File: src/rtl/fifo_read_ctrl.sv
// Async FIFO read side: wptr sync, read pointer, registered empty, fill level, registered output stage.
// Latency: wptr change to dout_valid takes 4 rclk edges; one word per rclk while dout_ready stays high.
module fifo_read_ctrl #(
  parameter int DATASIZE = 8,
  parameter int ADDRSIZE = 4
) (
  input  logic                rclk,
  input  logic                rrst,
  input  logic [ADDRSIZE:0]   wptr,
  input  logic [DATASIZE-1:0] rdata,
  output logic [ADDRSIZE-1:0] raddr,
  output logic [ADDRSIZE:0]   rptr,
  output logic                rempty,
  output logic [ADDRSIZE:0]   rlevel,
  output logic [DATASIZE-1:0] dout,
  output logic                dout_valid,
  input  logic                dout_ready
);

  logic [ADDRSIZE:0] wq1, wq2;
  logic [ADDRSIZE:0] rbin, rbinnext, rgraynext;
  logic [ADDRSIZE:0] wbin_s;
  logic              pop;

  // Refill the output register whenever it is empty or being drained this cycle.
  assign pop       = !rempty && (!dout_valid || dout_ready);
  assign rbinnext  = rbin + {{ADDRSIZE{1'b0}}, pop};
  assign rgraynext = (rbinnext >> 1) ^ rbinnext;
  assign raddr     = rbin[ADDRSIZE-1:0];

  always_comb begin
    wbin_s = '0;
    for (int i = 0; i <= ADDRSIZE; i++) begin
      wbin_s[i] = ^(wq2 >> i);
    end
  end

  // Pessimistic: wq2 lags the writer and the word parked in dout is not counted.
  assign rlevel = wbin_s - rbin;

  always_ff @(posedge rclk or posedge rrst) begin
    if (rrst) begin
      wq1        <= '0;
      wq2        <= '0;
      rbin       <= '0;
      rptr       <= '0;
      rempty     <= 1'b1;
      dout       <= '0;
      dout_valid <= 1'b0;
    end else begin
      wq1    <= wptr;
      wq2    <= wq1;
      rbin   <= rbinnext;
      rptr   <= rgraynext;
      rempty <= (rgraynext == wq2);
      if (pop) begin
        dout       <= rdata;
        dout_valid <= 1'b1;
      end else if (dout_ready) begin
        dout_valid <= 1'b0;
      end
    end
  end

endmodule

File: config.mk
export PLATFORM = sky130hd
export DESIGN_NAME = fifo_read_ctrl
export DESIGN_NICKNAME = d
export VERILOG_FILES = /design/src/rtl/fifo_read_ctrl.sv
export SDC_FILE = /design/constraint.sdc
export NUM_CORES = 1
export LEC_CHECK = 0
export BUFFER_PORTS_ARGS = -buffer_cell sky130_fd_sc_hd__buf_2
export CAP_MARGIN = 0
export CORE_MARGIN = 2
export CORE_UTILIZATION = 52
export CTS_BUF_LIST = sky130_fd_sc_hd__clkbuf_8
export DETAILED_ROUTE_END_ITERATION = 10
export PLACE_DENSITY = 0.78
export SKIP_LAST_GASP = 1
export SYNTH_ARGS = -nofsm -noshare
export SYNTH_HDL_FRONTEND = slang
export SYNTH_SLANG_ARGS = --single-unit
File: constraint.sdc
create_clock -name rclk -period 3.2 [get_ports rclk]
set_input_delay 0.16 -clock rclk [delete_from_list [all_inputs] [get_ports rclk]]
set_output_delay 0.16 -clock rclk [all_outputs]
set_load 0.01 [all_outputs]
# Word level (Yosys, flattened, before mapping)
# Index checks and enable logic that the tools add are counted.
[word_totals] ff_bits=30 inputBits=16 output_inout_bits=24 wordCells=23
[classes] addsub=2 eq_ne=1 n_mux=2 bitwise=1 n_reduce_logical=10
[op_table] cell="$reduce_xor A5 Y1" count=5
[op_table] cell="$add A5 B1 Y5" count=1
[op_table] cell="$eq A5 B5 Y1" count=1
[op_table] cell="$sub A5 B5 Y5" count=1
[op_table] cell="$xor A4 B5 Y5" count=1
[op_table] cell="$logic_not A1 Y1" count=2
[op_table] cell="$mux W1" count=2
[op_table] cell="$reduce_bool A2 Y1" count=1
[op_table] cell="$logic_and A1 B1 Y1" count=1
[op_table] cell="$logic_or A1 B1 Y1" count=1

# Depth between registers and ports, before layout
# Gate-level depths: netlist of run 1.
[logic_depth] word_depth=6 mapped_depth=10 depth_no_buf=10

# Worst setup path after synthesis of run 1
# Ideal clock, no wire load.
[synth_timing] kind="reg2out" start="register wq2[4]" end="output rlevel[4]" arrival_time_ns=2.258 required_time_ns=3.040 slack_ns=0.782 stages_incl_launch_ff=11 path_buffers=0 cell_sequence="dfrtp_1 > xor2_1 > xnor2_1 > xor2_1 > xor2_1 > ha_1 > fa_1 > inv_1 > a21o_1 > a21oi_1 > xnor2_1"
[synth_between] elab_chain_cells=2 word_cells_on_any_way=6 cone_classes="1 x add/sub; 5 x reduce/logical"
[synth_rtl] element="start, declared" line="20" rtl="logic [ADDRSIZE:0] wq1, wq2;"
[synth_rtl] element="start signal, assigned" line="52" rtl="wq2 <= wq1;"
[synth_rtl] element="$reduce_xor A5 Y1" line="34" rtl="wbin_s[i] = ^(wq2 >> i);"
[synth_rtl] element="$sub A5 B5 Y5 (*)" line="39" rtl="assign rlevel = wbin_s - rbin;"
[synth_rtl] element="end, declared" line="14" rtl="output logic [ADDRSIZE:0] rlevel,"
# Mark *: on every way between the ends. The rest lies on a longest branch, timed or not.

# Worst setup path in the final report of run 1
# Ends and elaborated chain as after synthesis.

==> impl_summary.md, run 1 <==
Floorplanning
The floorplan step set the die height to 53.1 um. The total die area is approximately 2800 um^2. The initial utilization of the core area, before any placement, comes to 55.7%. In this run the horizontal extent of the chip is ~53 um. After floorplanning, the core was sized to cover ~2300 um^2. The number of placement rows is 17. The number of ports placed on the die boundary is 40.

Place
The count of placed standard cells including taps is 162. Routability-driven placement finished with a final weighted congestion of 0.861. The post-DP HPWL is about 1700 um. The placed cell area is approximately 1500 um^2.

In this run the tool buffered the top-level ports with 39 buffer cells.

Worst hold path
The worst hold path terminates at dout[2]$_DFFE_PP0P_. The class of the worst hold path is primary input to register. The start point of the worst hold path is rdata[2]. Counting instances, the worst hold path has a depth of 2.

Timing
Setup violations remaining at the end of the flow were counted as 0. Static timing analysis puts the maximum clock frequency at 344 MHz. Setup repair after global routing left no endpoint under its margin. The final count of hold timing violations came to 0. The worst slew slack as a fraction of its limit is between 30% and 40%.

At the pin with the least slew margin, the transition time is 1.03 ns. The clock period could shrink to about 2.9 ns. The number of max-slew violations in the final report is 0. The worst clock skew is approximately 0.007 ns. Dividing the final minimum period by the clock period gives slightly above 90%. After routing, the total negative slack on setup checks comes to 0 ns.

Global routing
The initial antenna violation count came to 0. The global-route usage over all layers is roughly 20%. The number of global-route vias before repair came to roughly 840.

The global-route wire length before repair is 3660 um. Global routing finished with a remaining overflow of 0. Entering global routing, the biggest net connects 30 pins.

Worst setup path
The class of the most critical setup path is register to primary output. The startpoint identified for the worst register-to-register timing path is dout_valid$_DFFE_PP0P_. The highest net fanout along the worst path is 4. Together, buffers and inverters on the worst path number 2. The cell depth of the worst flop-to-flop path is 7.

The nature of the critical path endpoint is a primary output. The largest single stage delay on the critical path is 0.42 ns. The slowest stage of the critical path belongs to the cell sky130_fd_sc_hd__dfrtp_1. The element type at the critical path start is a register. The cell repeated most along the worst path is sky130_fd_sc_hd__xor2_1.

The register-to-register setup slack is approximately 0.96 ns. Data on the critical path is required at its endpoint by approximately 3 ns. The family of cells with the greatest summed delay on the critical path is XOR/XNOR gates. The signal on the critical path passes through xor2_1 > xnor2_1 > xor2_1 > xor2_1 > ha_1 > fa_1 > inv_1 > a21o_1 > a21oi_1 > xnor2_1 > buf_2. For the worst setup path, the data arrival time is about 2.8 ns.

In this run the critical register-to-register path is captured at rempty$_DFF_PP1_.

Clock network
The clock passes through at most 2 buffers. The number of clock buffers added by TritonCTS is 5. After clock tree synthesis, the clock-pin slew on the worst setup and hold paths is about 0.06 ns.

The number of levels in the clock H-tree is 2. The clock net sink count is 29. For the worst-skew pair, the clock arrives at the later sink with an insertion delay of around 0.28 ns. The total of cells resized after clock tree synthesis is 0.

TritonCTS built the clock tree. The buffer cell driving the clock tree root is sky130_fd_sc_hd__clkbuf_8.

Drt
The detail route stage leaves a number of antenna-violating nets equal to 0. The routed wire length per instance is approximately 13 um. The DRC violation count after routing is 0. The number of iterations in the first detailed-routing pass is 4. The final layout contains routed wiring with a total length of roughly 2300 um.

The routed layout has approximately 830 vias. Using the TritonRoute via totals, the vias-per-cell ratio works out to roughly 4.8. The first routing iteration left 5 violations.

Synth
The sequential area share after synthesis is around 58%. The number of nets handed over by synthesis was roughly 120. In this run, synthesis produced a sequential element count of 29. The cell area after synthesis is 1250 um^2. The distinct cell type count after synthesis is 17. The total number of yosys warnings is 0. After technology mapping, the gate count stands at 94. After synthesis, the mean cell area works out to around 13 um^2.

Finish
The share of cells above drive strength 1 is between 30% and 40%. The finished cells cover between 1500 and 2000 um^2. The combined flip-flop and latch cell area is 727 um^2. Leaving out fill and tap cells, the most frequent cell in the layout is sky130_fd_sc_hd__buf_2. The post-route non-filler standard cell count is about 180. Relative to the synthesized area, the layout overhead comes to 30.1%. The number of fillers in the final layout is 180. The area occupied by multi-input gates is 479 um^2. The repair_antennas step left the layout with diodes totalling 0.

The top cell types in the final layout, fill and taps aside, are sky130_fd_sc_hd__buf_2 (39), sky130_fd_sc_hd__dfrtp_1 (28), sky130_fd_sc_hd__inv_1 (15), sky130_fd_sc_hd__xnor2_1 (13). The number of nets in the final layout is approximately 170. At the end of the flow the core is filled with cells to between 70 and 80%.

Power and ir drop
The power density over the cells is 1020 nW/um^2. The reported leakage power is 0.822 nW. Across the VDD grid, the largest voltage drop is ~800 uV.

Run
The max capacitance violation total is 0.

Outcome
The flow ran to the end, and the final reports show no timing, DRC or antenna violations.
power by group:
part	switching, mW	internal, mW	leakage (nW)
Clock	0.124	0.168	0.0538
Sequential	0.0786	0.479	0.334
Combinational	0.425	0.382	0.435
Total	0.628	1.03	0.822
worst max path at each step:
stage | start | endpoint | slack, ns | cells past startpoint
detailed placement | wq2[4]$_DFF_PP0_ | rlevel[4] | 0.55 | 11
global placement | wq2[4]$_DFF_PP0_ | rlevel[4] | 0.68 | 11
finish | wq2[4]$_DFF_PP0_ | rlevel[4] | 0.29 | 11
floorplan | wq2[4]$_DFF_PP0_ | rlevel[4] | 0.78 | 10
global route | wq2[4]$_DFF_PP0_ | rlevel[4] | 0.06 | 11
CTS | wq2[4]$_DFF_PP0_ | rlevel[4] | 0.25 | 11
sequential cells by signal, summed over array words and instances, names as in the netlist:
name	count
dout	8
dout_valid	1
wq1	5
rbin	5
rempty	1
wq2	5
rptr	4
per-stage QoR:
step | hold slack, ns | power, mW | worst slack (ns)
2_1_floorplan | 0.191 | 1.10 | 0.782
5_1_grt | 0.118 | 1.78 | 0.0595
4_1_cts | 0.109 | 1.68 | 0.250
6_report | 0.118 | 1.66 | 0.293
3_5_place_dp | 0.270 | 1.37 | 0.552
3_3_place_gp | 0.269 | 1.33 | 0.681
cell families after synthesis:
group,synth area share (%)
buffers and inverters,3.89
DFF,57.9
adders and majority gates,7.58
AOI/OAI and AO/OA,4.29
and+or+nand+nor,3.19
muxes,7.18
xor gates and xnor gates,16.0
cell usage after synthesis:
cell                       number  share of area (%)
sky130_fd_sc_hd__a21oi_2        1               0.70
sky130_fd_sc_hd__dfrtp_1       28                 56
sky130_fd_sc_hd__dfstp_2        1                2.1
sky130_fd_sc_hd__xnor2_1       13                9.1
sky130_fd_sc_hd__a21oi_1        2               0.80
sky130_fd_sc_hd__a21o_1         2                1.2
sky130_fd_sc_hd__or3_1          2                1.0
sky130_fd_sc_hd__fa_1           1                1.6
sky130_fd_sc_hd__xor2_2         1                1.3
sky130_fd_sc_hd__o21ai_0        1               0.40
sky130_fd_sc_hd__inv_1         13                3.9
sky130_fd_sc_hd__ha_1           6                6.0
sky130_fd_sc_hd__mux2_2         8                7.2
sky130_fd_sc_hd__a221oi_2       1                1.2
sky130_fd_sc_hd__nand3_1        4                1.6
sky130_fd_sc_hd__xor2_1         8                5.6
sky130_fd_sc_hd__nand2_1        2               0.60
timing repair:
item | CTS | global route
buffers inserted | 0 | 0
hold buffers | 5 | 0
endpoints found under the hold margin | 5 | 0
area by class of cell:
class	instances	share of cell area (%)
clock inverter	2	0.460
inverter	13	2.99
multi-input combinational	52	29.3
tap	28	2.15
timing repair buffer	45	15.5
sequential	29	44.5
clock buffer	6	5.06
metal layers:
| layer | global-route usage (%) | part of all wire, % |
|---|---|---|
| met5 | 0 | 0 |
| met3 | 6.21 | 4.6 |
| met1 | 20.8 | 39 |
| met4 | 10.3 | 2.1 |
| met2 | 34.2 | 54 |
(Power assumes the default switching activity.)
==> inputs of run 2 (changes only) <==
--- a/config.mk
+++ b/config.mk
@@ -11,7 +11,8 @@
 export CORE_UTILIZATION = 52
 export CTS_BUF_LIST = sky130_fd_sc_hd__clkbuf_8
 export DETAILED_ROUTE_END_ITERATION = 10
-export PLACE_DENSITY = 0.78
+export PLACE_DENSITY = 0.81
+export RECOVER_POWER = 25
 export SKIP_LAST_GASP = 1
 export SYNTH_ARGS = -nofsm -noshare
 export SYNTH_HDL_FRONTEND = slang
==> run 2 against run 1 <==
Net effect:
- global-route usage rose by 1.4 points
- hold slack lost 0.019 ns
- utilization decreased by 0.44 points
- count of clock-buffer cells in the layout unchanged
==> impl_summary.md, run 2 (synthesis gave the netlist of run 1 again) <==
Floorplanning
For this design the top-level I/O count stands at 40. The horizontal extent of the die is 53.1 um. The core outline area is ~2300 um^2. The total die area is 2820 um^2. The initial utilization of the core area, before any placement, comes to between 50% and 60%. The overall die height is ~53 um. The number of placement rows is 17.

Global routing
The total congestion overflow after global routing is 0. The initial antenna violation count is 0. Global routing consumed, over all layers together, 20.9% of the routing resources.

The first global-routing pass estimated between 4000 and 5000 um of wire. The largest net degree at the start of global routing is 30. The number of global-route vias before repair came to approximately 910.

Timing
The worst pin sits at a relative slew slack of roughly 30%. Setup violations remaining at the end of the flow were counted as 0. Summed over all failing endpoints, the final setup total negative slack is 0 ns. For the pin with the worst max-slew slack, the measured transition is around 1.1 ns. For the final database, setup skew stands at 0.00324 ns. Setup repair after global routing left no endpoint under its margin.

The portion of the clock cycle consumed by the worst path in the final layout is between 80% and 90%. The number of max-slew violations in the final report is 0. The final count of hold timing violations is 0. The upper clock frequency limit is between 300 and 400 MHz. The post-route minimum period is roughly 2.9 ns.

Finish
Cells with a size suffix above 1 make up around a third of the layout. Measured on the finished design, the core utilization comes to 72.0%. The number of nets in the final layout is between 150 and 200. The repair_antennas step left the layout with diodes totalling 0. The largest register by flop count is dout. The most common cell after layout, fill and taps aside is sky130_fd_sc_hd__buf_2.

The library cells used most frequently in the layout, excluding fill and tap cells, are sky130_fd_sc_hd__buf_2 (31), sky130_fd_sc_hd__dfrtp_1 (28), sky130_fd_sc_hd__inv_1 (15), sky130_fd_sc_hd__xnor2_1 (13). The flip-flop count of the largest register after layout is 8. The layout has approximately 160 filler cells. Relative to the synthesized area, the layout overhead comes to 29.3%.

Clock network
The clock net sink count is 29. The buffer cell driving the clock tree root is sky130_fd_sc_hd__clkbuf_8. The later pin in the worst-skew pair is clocked with a latency of 0.27 ns. TritonCTS created 5 clock buffers. After clock tree synthesis, the setup repair step added 0 buffers.

The H-tree was split into 2 levels. After clock tree synthesis, the clock-pin slew on the worst setup and hold paths is roughly 0.060 ns. The longest clock path from root to sink contains 2 buffers.

TritonCTS built the clock tree.

Power and ir drop
The power density over the cells is 1010 nW/um^2. Summed over all cells, the static leakage comes to 0.801 nW. The worst vdd rail ir drop is 581 uV.

Worst hold path
The end point of the most critical hold path is dout_valid$_DFFE_PP0P_. The path class of the tightest hold or removal check is primary input to register. The worst hold path was traced through 2 stages. The worst hold path begins at dout_ready.

Place
The weighted congestion reported at the end of routability-driven placement is around 0.85. Input and output buffers added on the ports amount to 39. The wire-length estimate of the detail-placed layout is 1770 um.

Drt
After detailed routing, the number of remaining DRC violations is 0. The total vias in the final route is ~860. In this run the remaining antenna-violating nets after routing total 0. The total length of routed wires is 2330 um. The number of iterations in the first detailed-routing pass is 3.

The first routing iteration left 15 violations. The average vias per placed instance is between 4 and 5. In the final routed layout, each cell accounts on average for between 10 and 15 um.

Worst setup path
The data arrival at the endpoint of the critical path is between 2 and 3 ns. The element type at the critical path start is a register. STA classifies the critical path endpoint as a primary output. The class of the most critical setup path is register to primary output. The worst register-to-register path begins at rempty$_DFF_PP1_.

The cell depth of the worst flop-to-flop path is 8. The required time of the worst setup path is between 3 and 4 ns. The register-to-register setup slack is roughly 0.74 ns. The highest net fanout along the worst path is 4. The destination of the worst register-to-register timing path is rempty$_DFF_PP1_.

Outcome
The run finished with clean final reports.

Run
The max capacitance violation total is 0.
==> run 2: cell count changes in the layout (fill, tap and decap cells not counted), sizes merged <==
cell and change:
buf -8, clkbuf +8
==> run 2: worst max-delay path by stage <==
stage | start | end | depth (start not counted)
finish | wq2[4]$_DFF_PP0_ | rlevel[4] | 11
global route | wq2[4]$_DFF_PP0_ | rlevel[4] | 11
CTS | wq2[4]$_DFF_PP0_ | rlevel[4] | 11
detailed placement | wq2[4]$_DFF_PP0_ | rlevel[4] | 11
global placement | wq2[4]$_DFF_PP0_ | rlevel[4] | 11
floorplan | wq2[4]$_DFF_PP0_ | rlevel[4] | 10
==> run 2: timing repair <==
action,4_1_cts,5_1_grt
gates resized for setup,0,0
hold endpoints to repair,5,0
hold buffers,5,0
==> run 2: layout make-up <==
cell class,count,area [um^2],area share (%)
Tap cell,28,35.0,2.16
Inverter,13,48.8,3.01
Multi-Input combinational cell,52,479,29.5
Timing Repair Buffer,45,243,15.0
Clock inverter,2,7.51,0.463
Clock buffer,6,82.6,5.09
Sequential cell,29,727,44.8
==> run 2: metal layers <==
layer | share of wire, % | global-route usage [%] | wire (um) | vias to the layer above
met5 | 0 | 0 | 0 | -
met4 | 2.0 | 11.1 | 46 | 0
met3 | 5.5 | 6.21 | 129 | 6
met2 | 55 | 35.2 | 1290 | 30
met1 | 37 | 23.7 | 866 | 417
li1 | - | - | - | 404
==> run 2: critical path, cell delays in order (launching register included) <==
cell                      delay (ns)
sky130_fd_sc_hd__dfrtp_1        0.42
sky130_fd_sc_hd__xor2_1         0.24
sky130_fd_sc_hd__xnor2_1        0.18
sky130_fd_sc_hd__xor2_1         0.33
sky130_fd_sc_hd__xor2_1         0.11
sky130_fd_sc_hd__ha_1           0.22
sky130_fd_sc_hd__fa_1           0.41
sky130_fd_sc_hd__inv_1          0.07
sky130_fd_sc_hd__a21o_1         0.11
sky130_fd_sc_hd__a21oi_1        0.07
sky130_fd_sc_hd__xnor2_1        0.12
sky130_fd_sc_hd__buf_2          0.14
==> run 2: through the flow <==
| step | setup WS, ns | instances | instance area [um^2] | total power, mW | hold slack [ns] |
|---|---|---|---|---|---|
| floorplan | 0.782 | 94 | 1250 | 1.10 | 0.191 |
| global placement | 0.688 | 162 | 1490 | 1.33 | 0.269 |
| detailed placement | 0.606 | 162 | 1490 | 1.37 | 0.269 |
| CTS | 0.314 | 175 | 1630 | 1.67 | 0.0918 |
| global route | 0.105 | 175 | 1620 | 1.78 | 0.107 |
| finish | 0.343 | 175 | 1620 | 1.64 | 0.0998 |
==> run 2: power by group <==
group | internal, mW | switching [mW]
combinational | 0.369 | 0.415
clock | 0.168 | 0.124
sequential | 0.478 | 0.0820
total | 1.02 | 0.622
==> inputs of run 3 (changes only) <==
==> constraint.sdc (replaced) <==
create_clock -name rclk -period 3.09 [get_ports rclk]
set_input_delay 0.1545 -clock rclk [delete_from_list [all_inputs] [get_ports rclk]]
set_output_delay 0.1545 -clock rclk [all_outputs]
set_load 0.01 [all_outputs]
==> run 3 against run 2 <==
Net effect:
- hold slack got worse by 0.0083 ns
- utilization unchanged
- non-clock buffer count is the same
- wire length decreased by 2.5%
- cell count unchanged
- critical path type unchanged
- highest routed layer unchanged
==> impl_summary.md, run 3 (synthesis gave the netlist of run 1 again) <==
Power and ir drop
The switching power of the nets is between 0.6 and 0.7 mW. In this run the static leakage power is 0.797 nW. In this run switching power makes up ~40% of total power. Across the VDD grid, the largest voltage drop is 757 uV. Combinational logic is responsible for between 40% and 50% of the overall power. Internal power comes to around 1.0 mW.

The design draws 1.69 mW. The share of total power dissipated in sequential elements is around 34%. Dividing total power by cell area gives a power density of ~1000 nW/um^2. Of the total power, the clock network draws between 15 and 20%.

Finish
The most common cell after layout, fill and taps aside is sky130_fd_sc_hd__buf_2. The number of nets in the final layout is roughly 170. Cells with a size suffix above 1 make up between 30% and 40% of the layout.

In the layout the commonest cells are sky130_fd_sc_hd__buf_2 (31), sky130_fd_sc_hd__dfrtp_1 (28), sky130_fd_sc_hd__inv_1 (14), sky130_fd_sc_hd__xnor2_1 (13). The largest register by flop count is dout. Measured on the finished design, the core utilization comes to around 72%.

The repair_antennas step left the layout with diodes totalling 0. The register with the most flip-flops in the layout has 8 of them. The layout overhead on the synthesized area is 29.3%. The number of fillers in the final layout is between 150 and 200.

Worst setup path
STA puts the critical path data required time at around 2.9 ns. Following the worst setup path forward leads to its endpoint at rlevel[4]. The destination of the worst register-to-register timing path is rempty$_DFF_PP1_.

The largest individual stage delay along the critical path comes from the cell sky130_fd_sc_hd__dfrtp_1. The class of the most critical setup path is register to primary output. In this design, the largest share of critical-path delay is due to XOR/XNOR gates. The worst setup path is launched from a register. The count of buffer and inverter cells on the critical path is 2. At the worst endpoint, the arrival time is between 2 and 3 ns. The largest stage delay on the critical path is roughly 0.42 ns. Setup slack on the worst reg-to-reg path comes out at a little under 0.7 ns. The critical path depth is 11.

Traced cell by cell, the critical path runs through xor2_1 > xnor2_1 > xor2_2 > xor2_1 > ha_1 > fa_1 > inv_1 > a21o_1 > a21oi_1 > xnor2_1 > buf_2. The highest net fanout along the worst path is 4. The critical path starts at wq2[4]$_DFF_PP0_. Counting cells, the worst reg-to-reg path comes to 8.

The worst setup path is captured at a primary output. The startpoint identified for the worst register-to-register timing path is rempty$_DFF_PP1_.

Worst hold path
The class of the worst hold path is primary input to register.

Timing
Setup violations remaining at the end of the flow were counted as 0. Setup repair after global routing left no endpoint under its margin. Derived from the worst setup path, the maximum achievable clock frequency is roughly 350 MHz.

The final count of hold timing violations is 0. For the pin with the worst max-slew slack, the measured transition is between 1 and 1.5 ns. The worst path uses approximately nine tenths of the clock period. The worst clock skew is between 0.006 and 0.007 ns. For the final routed database, the setup TNS stands at 0 ns.

After layout, the minimum clock period comes to approximately 2.8 ns. The worst slew slack as a fraction of its limit is a little under a third. The number of max-slew violations in the final report was 0. The setup slack after layout is about 0.26 ns.

Place
The weighted congestion reported at the end of routability-driven placement is 0.849. In this run the tool buffered the top-level ports with 39 buffer cells. The pre-CTS worst setup slack is around 0.53 ns. The post-DP HPWL is ~1700 um.

Floorplanning
The core region is between 2000 and 2500 um^2. In this run the horizontal extent of the chip is around 53 um. The die covers 2820 um^2. The number of placement rows is 17. 40 I/O pins were placed. The effective utilization at floorplan is 55.7%. From bottom edge to top edge, the die measures ~53 um.

Clock network
The buffer cell driving the clock tree root is sky130_fd_sc_hd__clkbuf_8. The clock tree from TritonCTS is done. In this run, CTS created clock tree buffers numbering 5. The later pin in the worst-skew pair is clocked with a latency of 0.27 ns. The number of levels in the clock H-tree is 2. The deepest clock path buffer count is 2.

The tree built by TritonCTS fans out to 29 sinks. After clock tree synthesis, the clock-pin slew on the worst setup and hold paths is around 0.06 ns.

Run
Max-cap violations in this run came to 0.

Global routing
The first global-routing pass estimated ~3600 um of wire. The global-route usage over all layers is around a fifth. Entering global routing, the biggest net connects 30 pins. Global routing finished with a remaining overflow of 0. The number of global-route vias before repair is 820. The initial antenna violation count is 0.

Drt
The DRC violation count after routing is 0. The total vias in the final route is roughly 840. Before antenna repair, the detailed router went through 4 iterations. The number of nets with antenna violations after detailed routing is 0. The average vias per placed instance is ~4.8.

The initial DRC count is 4. The routed wire length per instance is 13.0 um. The routed design has 2270 um of wire.

Outcome
The run finished with clean final reports.
run 3: cell count changes in the layout (fill, tap and decap cells not counted), sizes merged:
cell / delta
inv: -1
clkbuf: -1
clkinv: +2
run 3: cell type report:
cell class	count	area [um^2]	share of cell area [%]
clock buffer	5	68.8	4.24
inverter	13	48.8	3.01
timing repair buffer	45	243	15.0
multi-input combinational	52	487	30.0
sequential	29	727	44.8
clock inverter	3	13.8	0.848
tap	28	35.0	2.16
run 3: worst min-delay path by stage:
| stage | from | endpoint | slack (ns) | depth (start not counted) |
|---|---|---|---|---|
| 6_report | dout_ready | dout_valid$_DFFE_PP0P_ | 0.09 | 2 |
| 2_1_floorplan | wptr[0] | wq1[0]$_DFF_PP0_ | 0.19 | 0 |
| 4_1_cts | dout_ready | dout_valid$_DFFE_PP0P_ | 0.09 | 2 |
| 3_3_place_gp | wptr[0] | wq1[0]$_DFF_PP0_ | 0.26 | 1 |
| 3_5_place_dp | wptr[1] | wq1[1]$_DFF_PP0_ | 0.26 | 1 |
| 5_1_grt | rdata[4] | dout[4]$_DFFE_PP0P_ | 0.1 | 2 |
run 3: per-stage QoR:
step	std cells	hold WS, ns	cell area, um^2
6_report	175	0.0915	1620
5_1_grt	175	0.0988	1620
4_1_cts	175	0.0880	1630
3_5_place_dp	162	0.264	1490
3_3_place_gp	162	0.264	1490
2_1_floorplan	94	0.186	1250
run 3: metal layers:
layer  vias to the layer above  GRT usage, %  wire, um
met3                         7          7.34       146
met5                         -             0         0
met2                        34          30.8      1110
met4                         0          7.69        45
met1                       387          22.0       964
li1                        407             -         -
run 3: repair_timing:
| action | in CTS | in global routing |
|---|---|---|
| hold buffers | 5 | 0 |
| buffers inserted | 0 | 0 |
| gates resized for setup | 0 | 1 |
| endpoints found under the hold margin | 5 | 0 |
| setup endpoints to repair | 0 | 1 |
run 3: power by group through the flow:
stage	Sequential [mW]	Clock [mW]	Combinational, mW
detailed placement	0.588	0	0.834
floorplan	0.627	0	0.512
CTS	0.582	0.294	0.841
global placement	0.580	0	0.796
global route	0.596	0.311	0.910
finish	0.580	0.288	0.819
run 3: worst register-to-register path: stages (launching register included):
cell and delay (ns):
sky130_fd_sc_hd__dfstp_1 0.55, sky130_fd_sc_hd__a21oi_2 0.04, sky130_fd_sc_hd__buf_4 0.17, sky130_fd_sc_hd__ha_1 0.22, sky130_fd_sc_hd__ha_1 0.26, sky130_fd_sc_hd__xor2_2 0.30, sky130_fd_sc_hd__xor2_1 0.13, sky130_fd_sc_hd__or3_1 0.39
sky130_fd_sc_hd__a221oi_2 0.25
